### config.mk
export PLATFORM = sky130hd
export DESIGN_NAME = video_timing_generator
export DESIGN_NICKNAME = d
export VERILOG_FILES = /design/src/rtl/video_timing_generator.sv
export SDC_FILE = /design/constraint.sdc
export NUM_CORES = 1
export LEC_CHECK = 0
export ABC_AREA = 1
export CAP_MARGIN = 10
export CORE_AREA = 3 3 216 176
export CTS_BUF_LIST = sky130_fd_sc_hd__clkbuf_4 sky130_fd_sc_hd__clkbuf_8
export DETAILED_ROUTE_END_ITERATION = 10
export DIE_AREA = 0 0 219 179
export SLEW_MARGIN = 5
export SYNTH_ARGS = -nofsm -noshare
export SYNTH_HDL_FRONTEND = slang
export SYNTH_SLANG_ARGS = --single-unit
### constraint.sdc
create_clock -name I_rgb_clk -period 11.9 [get_ports I_rgb_clk]
set_clock_uncertainty 0.15 [all_clocks]
set_input_delay 1.19 -clock I_rgb_clk [delete_from_list [all_inputs] [get_ports I_rgb_clk]]
set_output_delay 1.19 -clock I_rgb_clk [all_outputs]
set_load 0.02 [all_outputs]
### src/rtl/video_timing_generator.sv
// Raster timing generator: sync/porch/active counters with frame-boundary config latching.
// Outputs are registered from the next-cycle counter values so they line up with h_cnt/v_cnt.
module video_timing_generator #(
  parameter int MAX_WIDTH  = 1920,
  parameter int MAX_HEIGHT = 1080,
  parameter int HW         = 12,
  parameter int VW         = 11
) (
  input  logic                          I_rgb_clk,
  input  logic                          I_rst_n,
  input  logic                          I_enable,
  input  logic [HW-1:0]                 I_h_sync,
  input  logic [HW-1:0]                 I_h_bp,
  input  logic [HW-1:0]                 I_h_active,
  input  logic [HW-1:0]                 I_h_fp,
  input  logic [VW-1:0]                 I_v_sync,
  input  logic [VW-1:0]                 I_v_bp,
  input  logic [VW-1:0]                 I_v_active,
  input  logic [VW-1:0]                 I_v_fp,
  output logic                          O_rgb_de,
  output logic                          O_rgb_hs,
  output logic                          O_rgb_vs,
  output logic [$clog2(MAX_WIDTH)-1:0]  O_x,
  output logic [$clog2(MAX_HEIGHT)-1:0] O_y,
  output logic                          O_new_row,
  output logic                          O_new_frame,
  output logic                          O_frame_done,
  output logic                          O_busy,
  output logic                          O_cfg_error
);

  localparam int XW = $clog2(MAX_WIDTH);
  localparam int YW = $clog2(MAX_HEIGHT);
  localparam int HT = HW + 2;
  localparam int VT = VW + 2;
  localparam logic [0:0] IDLE = 1'b0;
  localparam logic [0:0] RUN  = 1'b1;
  localparam logic [HT-1:0] H_LIM = HT'(MAX_WIDTH);
  localparam logic [VT-1:0] V_LIM = VT'(MAX_HEIGHT);

  logic [0:0]    state_q, state_nx;
  logic          rst_q;
  logic [HT-1:0] h_cnt, h_nx;
  logic [VT-1:0] v_cnt, v_nx;
  logic          err_nx, latch;
  logic [HW-1:0] hs_q, hb_q, ha_q, hf_q, hs_n, hb_n, ha_n, hf_n;
  logic [VW-1:0] vs_q, vb_q, va_q, vf_q, vs_n, vb_n, va_n, vf_n;

  logic cfg_ok;
  assign cfg_ok = (I_h_sync != '0) && (I_h_active != '0) &&
                  (I_v_sync != '0) && (I_v_active != '0) &&
                  (HT'(I_h_active) <= H_LIM) && (VT'(I_v_active) <= V_LIM);

  logic [HT-1:0] th_q;
  logic [VT-1:0] tv_q;
  logic          h_last, v_last;
  assign th_q   = HT'(hs_q) + HT'(hb_q) + HT'(ha_q) + HT'(hf_q);
  assign tv_q   = VT'(vs_q) + VT'(vb_q) + VT'(va_q) + VT'(vf_q);
  assign h_last = (h_cnt == th_q - HT'(1));
  assign v_last = (v_cnt == tv_q - VT'(1));

  always_comb begin
    state_nx = state_q;
    h_nx     = h_cnt;
    v_nx     = v_cnt;
    latch    = 1'b0;
    err_nx   = O_cfg_error;
    case (state_q)
      IDLE: begin
        h_nx = '0;
        v_nx = '0;
        if (I_enable && rst_q) begin
          if (cfg_ok) begin
            latch    = 1'b1;
            err_nx   = 1'b0;
            state_nx = RUN;
          end else begin
            err_nx = 1'b1;
          end
        end
      end
      default: begin
        if (h_last && v_last) begin
          h_nx = '0;
          v_nx = '0;
          // A failed re-check at the wrap keeps the previous timing running.
          if (I_enable) begin
            latch  = cfg_ok;
            err_nx = !cfg_ok;
          end else begin
            state_nx = IDLE;
          end
        end else if (h_last) begin
          h_nx = '0;
          v_nx = v_cnt + VT'(1);
        end else begin
          h_nx = h_cnt + HT'(1);
        end
      end
    endcase
  end

  assign hs_n = latch ? I_h_sync   : hs_q;
  assign hb_n = latch ? I_h_bp     : hb_q;
  assign ha_n = latch ? I_h_active : ha_q;
  assign hf_n = latch ? I_h_fp     : hf_q;
  assign vs_n = latch ? I_v_sync   : vs_q;
  assign vb_n = latch ? I_v_bp     : vb_q;
  assign va_n = latch ? I_v_active : va_q;
  assign vf_n = latch ? I_v_fp     : vf_q;

  logic [HT-1:0] hsb_n, hae_n, th_n;
  logic [VT-1:0] vsb_n, vae_n, tv_n;
  logic          run_nx, de_d;
  assign hsb_n  = HT'(hs_n) + HT'(hb_n);
  assign hae_n  = hsb_n + HT'(ha_n);
  assign th_n   = hae_n + HT'(hf_n);
  assign vsb_n  = VT'(vs_n) + VT'(vb_n);
  assign vae_n  = vsb_n + VT'(va_n);
  assign tv_n   = vae_n + VT'(vf_n);
  assign run_nx = (state_nx == RUN);
  assign de_d   = run_nx && (h_nx >= hsb_n) && (h_nx < hae_n) &&
                  (v_nx >= vsb_n) && (v_nx < vae_n);

  always_ff @(posedge I_rgb_clk) begin
    if (latch) begin
      hs_q <= I_h_sync;
      hb_q <= I_h_bp;
      ha_q <= I_h_active;
      hf_q <= I_h_fp;
      vs_q <= I_v_sync;
      vb_q <= I_v_bp;
      va_q <= I_v_active;
      vf_q <= I_v_fp;
    end
  end

  always_ff @(posedge I_rgb_clk) begin
    if (!I_rst_n) begin
      state_q      <= IDLE;
      rst_q        <= 1'b0;
      h_cnt        <= '0;
      v_cnt        <= '0;
      O_rgb_de     <= 1'b0;
      O_rgb_hs     <= 1'b0;
      O_rgb_vs     <= 1'b0;
      O_x          <= '0;
      O_y          <= '0;
      O_new_row    <= 1'b0;
      O_new_frame  <= 1'b0;
      O_frame_done <= 1'b0;
      O_busy       <= 1'b0;
      O_cfg_error  <= 1'b0;
    end else begin
      state_q      <= state_nx;
      rst_q        <= 1'b1;
      h_cnt        <= h_nx;
      v_cnt        <= v_nx;
      O_rgb_de     <= de_d;
      O_rgb_hs     <= run_nx && (h_nx < HT'(hs_n));
      O_rgb_vs     <= run_nx && (v_nx < VT'(vs_n));
      O_x          <= de_d ? XW'(h_nx - hsb_n) : '0;
      O_y          <= de_d ? YW'(v_nx - vsb_n) : '0;
      O_new_row    <= run_nx && (h_nx == HT'(hs_n));
      O_new_frame  <= run_nx && (v_nx == VT'(vs_n)) && (h_nx == '0);
      O_frame_done <= run_nx && (h_nx == th_n - HT'(1)) && (v_nx == tv_n - VT'(1));
      O_busy       <= run_nx;
      O_cfg_error  <= err_nx;
    end
  end

endmodule

==> impl_summary.md, run 1 <==
Routing
After detailed routing, the total wire length is 44700 um. The number of vias per cell after detailed routing is 4.99. In this run the remaining antenna-violating nets after routing total 0. The final routed DRC violation total is 0.

The wire length per cell is 16.6 um. The first routing iteration left 1024 violations. The routed layout has approximately 13000 vias. The pre-antenna-repair detailed-routing pass consisted of 6 iterations.

Cells and area
Leaving out fill and tap cells, the most frequent cells in the layout are sky130_fd_sc_hd__inv_1 (434), sky130_fd_sc_hd__nand2_1 (397), sky130_fd_sc_hd__ha_1 (211). The ratio of cells with drive above 1 in the final layout is 6.60%. The synthesis-to-layout area growth is 14.7%. After the last flow step, the layout net total stands at roughly 2600. The library cell used most frequently in the layout, excluding fill and tap cells, is sky130_fd_sc_hd__inv_1.

The number of antenna cells inserted is 0.

Synthesis
The synthesized netlist occupies a cell area of 14700 um2. For this run, the number of Yosys warnings is 0. In the synthesized netlist the dominant register cell turns out to be sky130_fd_sc_hd__dfxtp_1.

The number of nets handed over by synthesis was between 2000 and 2500. The count of flip-flops with a built-in enable after synthesis is 0. The number of different library cells used by synthesis comes to 52.

After synthesis the netlist holds a flip-flop and latch count of 150. Synthesis produced approximately 2100 cells. The post-synthesis async set-or-reset flop share is 0%. The share of the Yosys chip area taken by registers is 20.4%. Averaged over all synthesized cells, the footprint is slightly above 7 um2.

Global route
The number of global-route vias before repair was 12625. After global routing the overflow that remains totals 0. The number of antenna violations at the first check in global routing came to 0. The first global-routing pass estimated about 69000 um of wire. Entering global routing, the biggest net connects 86 pins. Global routing consumed, over all layers together, 23.1% of the routing resources.

STA
The final critical path takes up approximately nine tenths of the cycle. The count of final max-slew check failures came to 0. The maximum achievable frequency is 93.5 MHz. The number of endpoints with negative hold slack in the final report came to 0. The setup TNS is 0 ns. Setup repair after global routing left no endpoint under its margin. The number of setup violations in the final report is 0. For the finished layout, the period the worst path requires is 10.69 ns.

At the pin with the least slew margin, the transition time is 0.851 ns. Headroom to the max-slew limit came out at 43.1%.

CTS
For the worst-skew pair, the clock arrives at the later sink with an insertion delay of 0.50 ns. The number of levels in the clock H-tree is 4. TritonCTS built the clock tree. The number of hold buffers added after CTS was 0. The number of sinks driven by the clock tree is 150.

The number of clock buffers added by TritonCTS is 17. The CTS clock-pin slew for the worst setup and hold paths is 0.11 ns. Counting along the longest clock path gives a buffer depth of 2. The number of buffers added for setup after CTS is 0. The root buffer cell is sky130_fd_sc_hd__clkbuf_8.

After clock tree synthesis, the repair step resized 0 gates.

Floorplan
The top-level I/O count is approximately 130. The chip height is 179 um. The floorplan step defined a die boundary enclosing 39200 um2. The floorplan core area is 35800 um2. The die is between 200 and 250 um wide. The site row count is 62. The initial standard-cell utilization of the core is 41.1%.

Run status
The run finished with clean final reports.

Worst setup path
For the worst flop-to-flop path, the logic depth is between 40 and 50. The critical path data required time is roughly 12 ns. For this run, the slowest stage of the critical path takes 0.74 ns. The start-to-end type of the worst setup path is reg -> reg. The largest fanout on the critical path is 85. The type of origin of the critical path is a flip-flop. STA puts the critical path data arrival time at between 10 and 15 ns. The kind of capture point of the worst setup path is a flip-flop. The slowest stage of the critical path is the sky130_fd_sc_hd__inv_4 cell. The cell that appears most often on the critical path is sky130_fd_sc_hd__nand2_1.

Placed design
The routability congestion estimate is approximately 0.96. Port buffering added 124 buffers. The HPWL after detailed placement is 37800 um.

Hold path
The class of the most critical hold timing path is reg -> reg. The worst hold path passes through 2 cells.

Job
The max-cap check violation count is 0.
final timing paths:
kind / startpoint / to / slack [ns]
max: hs_q[1] / O_y[0] / 1.21
min: va_q[0] / va_q[0] / 0.36
max reg2reg: hs_q[1] / O_y[0] / 1.21
min reg2reg: va_q[0] / va_q[0] / 0.36
sequential cells by signal, indices dropped and copies added, names as in the netlist, 12 cells and up:
name / flops
h_cnt: 14
v_cnt: 13
ha_q: 12
hb_q: 12
hf_q: 12
hs_q: 12
per-layer routing:
layer / vias to the layer above / share of wire [%] / track usage, %
met3: 41 / 5.6 / 3.44
met5: - / 0 / 0
li1: 6824 / - / -
met4: 0 / 1.5 / 4.97
met1: 6221 / 54 / 36.6
met2: 343 / 39 / 32.4
synth_stat cells, types with 9 or more instances:
cell	number	share of area, %
sky130_fd_sc_hd__a21o_1	10	0.51
sky130_fd_sc_hd__a21oi_1	95	3.2
sky130_fd_sc_hd__clkbuf_1	20	0.51
sky130_fd_sc_hd__dfxtp_1	150	20
sky130_fd_sc_hd__fa_1	52	7.1
sky130_fd_sc_hd__ha_1	211	18
sky130_fd_sc_hd__inv_1	435	11
sky130_fd_sc_hd__nand2_1	397	10
sky130_fd_sc_hd__nand2_2	11	0.47
sky130_fd_sc_hd__nand3_1	87	3.0
sky130_fd_sc_hd__nand3b_1	9	0.46
sky130_fd_sc_hd__nand4_1	34	1.4
sky130_fd_sc_hd__nor2_1	121	3.1
sky130_fd_sc_hd__nor2_2	23	0.98
sky130_fd_sc_hd__nor3_1	32	1.1
sky130_fd_sc_hd__nor4_1	9	0.38
sky130_fd_sc_hd__o21ai_0	119	4.0
sky130_fd_sc_hd__o21bai_1	12	0.61
sky130_fd_sc_hd__or2_2	46	2.0
sky130_fd_sc_hd__xnor2_1	43	2.6
sky130_fd_sc_hd__xor2_1	83	4.9
worst max-delay path: cells and delay by family, from the launching register on:
kind | cells | cell delay, ns
xor gates and xnor gates | 2 | 0.68
adders and majority gates | 9 | 3.29
buffers and inverters | 5 | 0.97
DFF | 1 | 0.34
AOI/OAI and AO/OA | 10 | 1.89
and+or+nand+nor | 22 | 3.20
metrics by stage:
step	hold slack [ns]	cells	utilization [%]	cell area, um2	worst slack [ns]
5_1_grt	0.395	2691	47.2	16900	0.310
3_5_place_dp	0.349	2659	46.1	16500	1.30
3_3_place_gp	0.334	2659	46.1	16500	1.55
6_report	0.362	2691	47.2	16900	1.21
2_1_floorplan	0.308	2074	-	14700	3.14
4_1_cts	0.364	2691	47.2	16900	1.21
cell type report:
cell class	count	area, um2
clock buffer	19	262
clock inverter	13	135
fill	3651	18900
inverter	443	1670
multi-input combinational	1455	9950
sequential	150	3000
tap	480	601
timing repair buffer	131	1290
cells by family (layout without fill, tap and decap cells):
group / Yosys count / in the layout / share of synthesized area (%)
AOI/OAI and AO/OA: 277 / 277 / 10.6
xor gates and xnor gates: 127 / 127 / 7.64
adders and majority gates: 263 / 263 / 25.0
buffers and inverters: 469 / 606 / 12.1
DFF: 150 / 150 / 20.4
and+or+nand+nor: 788 / 788 / 24.4
Power of run 1 is left out: the tool's default activity adds up to more than one toggle a clock period on the data nets, which glitch-free logic cannot reach.
==> run 2: changes to the inputs <==
--- a/config.mk
+++ b/config.mk
@@ -11,6 +11,8 @@
 export CTS_BUF_LIST = sky130_fd_sc_hd__clkbuf_4 sky130_fd_sc_hd__clkbuf_8
 export DETAILED_ROUTE_END_ITERATION = 10
 export DIE_AREA = 0 0 219 179
+export HOLD_SLACK_MARGIN = 0.03
+export RECOVER_POWER = 50
 export SLEW_MARGIN = 5
 export SYNTH_ARGS = -nofsm -noshare
 export SYNTH_HDL_FRONTEND = slang
==> run 2 against run 1 <==
Compared with the run above:
- wire length is 0.16% lower
- sequential share of layout area is essentially flat
- setup slack worse by 0.11 ns
- fmax shrank 0.98%
- register-to-register slack worse by 0.11 ns
- hold slack got worse by 0.0015 ns
- design area decreased by 0.21%
- critical path depth unchanged
- die area did not move
- core utilization decreased by 0.10 points
- via count is 0.15% lower
- global-route usage stayed put
- critical path type unchanged
- largest cell class unchanged
==> impl_summary.md, run 2 (synthesis gave the netlist of run 1 again) <==
Worst setup path
The arrival time at the worst endpoint was 11.06 ns (was 10.96 ns). The count of buffer and inverter cells on the critical path came to 5 (unchanged). The start-to-end type of the worst setup path is reg -> reg (unchanged). The slowest stage cell on the critical path is sky130_fd_sc_hd__inv_4 (unchanged). The cell repeated most along the worst path is sky130_fd_sc_hd__nand2_1 (unchanged). The length in cells of the worst reg-to-reg path is 48 (unchanged). The setup slack of the worst register-to-register path was 1.10 ns (was 1.21 ns). The largest fanout on the critical path is 85 (unchanged). The kind of capture point of the worst setup path was a flip-flop (unchanged). The top cell family by delay on the critical path is adder cells (unchanged). The critical path data required time was 12.17 ns (was 12.16 ns).

The type of origin of the critical path is a flip-flop (unchanged). The capturing point of the worst reg2reg path is O_y[0] (unchanged). The critical register-to-register path startpoint is hs_q[1] (unchanged). The maximum single-stage delay on the critical path is 0.74 ns (about the same).

Routing
The wire length per cell was 16.6 um (about the same). The total iterations of the first detailed-routing run is 6 (unchanged). The count of antenna-violating nets left after detailed routing is 0 (unchanged). The number of design-rule violations left by the first detailed-router iteration is 1101 (was 1024). The final routed DRC violation total is 0 (unchanged). The total wirelength of the detailed-routed design is 44700 um (about the same). The number of vias per cell after detailed routing is 4.98 (was 4.99). The number of vias in the routed layout is 13409 (was 13429).

Cells and area
The number of antenna cells inserted is 0 (unchanged). The area occupied by multi-input gates was 9930 um2 (was 9950 um2). The layout filler cell count is 3654 (was 3651). The register name with the most flops is h_cnt (unchanged). The flip-flop count of the largest register after layout was 14 (unchanged). Leading cell types in the layout, fill and taps excluded: sky130_fd_sc_hd__inv_1 (435), sky130_fd_sc_hd__nand2_1 (400), sky130_fd_sc_hd__ha_1 (211) (was sky130_fd_sc_hd__inv_1 (434), sky130_fd_sc_hd__nand2_1 (397), sky130_fd_sc_hd__ha_1 (211)). The final-stage net count is 2556 (unchanged). The ratio of cells with drive above 1 in the final layout is 6.06% (was 6.60%). The most common library cell in the layout ignoring fill and taps is sky130_fd_sc_hd__inv_1 (unchanged). Biggest registers after layout: h_cnt (14), v_cnt (13) (unchanged). The synthesis-to-layout area growth is 14.5% (was 14.7%).

The footprint of the flip-flops and latches is 3000 um2 (unchanged).

Floorplan
The site row count was 62 (unchanged). The chip height is 179 um (unchanged). The top-level I/O count is 125 (unchanged).

The floorplan core area is 35800 um2 (unchanged). The area of the die is 39200 um2 (unchanged). The width of the die was 219 um (unchanged). The initial standard-cell utilization of the core was 41.1% (unchanged).

Run status
Result of the run: completed (unchanged).

CTS
The number of sinks driven by the clock tree is 150 (unchanged). The number of gates given a new drive strength after cts is 0 (unchanged). The CTS clock-pin slew for the worst setup and hold paths was 0.10 ns (was 0.11 ns). The number of clock buffers inserted by TritonCTS is 17 (unchanged). The clock latency at the later pin of the worst-skew pair is 0.50 ns (about the same). The root buffer cell is sky130_fd_sc_hd__clkbuf_8 (unchanged). The number of levels in the clock H-tree is 4 (unchanged). The largest buffer count on any clock path came to 2 (unchanged). The TritonCTS clock tree is built (unchanged). The count of hold buffers inserted by post-cts repair is 0 (unchanged). The number of buffers added for setup after CTS is 0 (unchanged).

STA
The minimum clock period is 10.80 ns (was 10.69 ns). The count of final max-slew check failures was 0 (unchanged). The maximum achievable frequency came to 92.6 MHz (was 93.5 MHz). The number of endpoints with negative hold slack in the final report is 0 (unchanged). RSZ-0062 raised after global routing: false (unchanged). The number of setup violations in the final report is 0 (unchanged). The worst slew margin relative to its limit is 8.04% (was 43.1%). The final critical-path share of the clock period is 90.7% (was 89.8%). The setup TNS came to 0 ns (unchanged). The slew at the pin with the worst max-slew slack is 1.38 ns (was 0.851 ns).

Placed design
The half-perimeter wire length after detailed placement is 37800 um (unchanged). The routability congestion estimate was 0.956 (unchanged). The number of port buffers is 124 (unchanged).

Global route
The total global-route track usage is 23.1% (unchanged). The number of global-route vias before repair is 12625 (unchanged). The total congestion overflow was 0 (unchanged). The number of antenna violations at the first check in global routing was 0 (unchanged). The largest net degree at the start of global routing is 86 (unchanged).

The wire length of the first global-routing pass came to 69400 um (unchanged).

Job
The max-cap check violation count is 0 (unchanged).

Hold path
The cell depth of the worst min-delay path is 2 (unchanged). The critical hold path startpoint was va_q[0] (unchanged). The class of the most critical hold timing path was reg -> reg (unchanged). The endpoint with the worst hold slack is va_q[0] (unchanged).
run 2: changes by cell type in the layout (fill, tap and decap cells not counted), moves of 3 or more:
cell                              change
sky130_fd_sc_hd__buf_4                -3
sky130_fd_sc_hd__clkbuf_1             +3
sky130_fd_sc_hd__clkdlybuf4s50_1     -31
sky130_fd_sc_hd__dlygate4sd3_1       +31
sky130_fd_sc_hd__nand2_1              +3
sky130_fd_sc_hd__nand2_2              -3
sky130_fd_sc_hd__nor2_1               +3
run 2: how the worst max path moves through the flow:
stage / from / end / slack [ns] / cells past startpoint
finish: hs_q[1] / O_y[0] / 1.10 / 48
global route: hs_q[1] / O_frame_done / 0.21 / 54
floorplan: hs_q[1] / O_frame_done / 3.14 / 58
global placement: hs_q[1] / O_y[0] / 1.55 / 48
CTS: hs_q[1] / O_y[0] / 1.21 / 48
detailed placement: hs_q[1] / O_y[0] / 1.30 / 48
run 2: tightest hold or removal path: stages, from the launching register on:
cell and delay (ns):
sky130_fd_sc_hd__dfxtp_1 0.33, sky130_fd_sc_hd__nand2_1 0.07, sky130_fd_sc_hd__nand2_1 0.07
run 2: metal layers:
| metal | track usage (%) | vias up | routed length (um) |
|---|---|---|---|
| met2 | 32.4 | 358 | 17500 |
| met4 | 4.97 | 0 | 701 |
| met5 | 0 | - | 0 |
| met3 | 3.44 | 43 | 2810 |
| met1 | 36.6 | 6188 | 23700 |
| li1 | - | 6820 | - |
run 2: final cells by class:
class | count | share of cell area, %
multi-input cells | 1455 | 58.8
inverters | 443 | 9.87
flip-flops and latches | 150 | 17.8
well taps | 480 | 3.56
repair buffers | 131 | 7.60
clock buffers | 19 | 1.55
clock inverters | 13 | 0.801
run 2: stage by stage:
step / cells / hold WS [ns] / setup WS (ns) / utilization (%) / area (um2)
after floorplan: 2074 / 0.308 / 3.14 / - / 14700
after global placement: 2659 / 0.334 / 1.55 / 46.1 / 16500
after detailed placement: 2659 / 0.349 / 1.30 / 46.1 / 16500
after CTS: 2691 / 0.364 / 1.21 / 47.2 / 16900
after global routing: 2691 / 0.395 / 0.209 / 47.1 / 16900
final: 2691 / 0.361 / 1.10 / 47.1 / 16900
Power of run 2 is left out for the same reason.
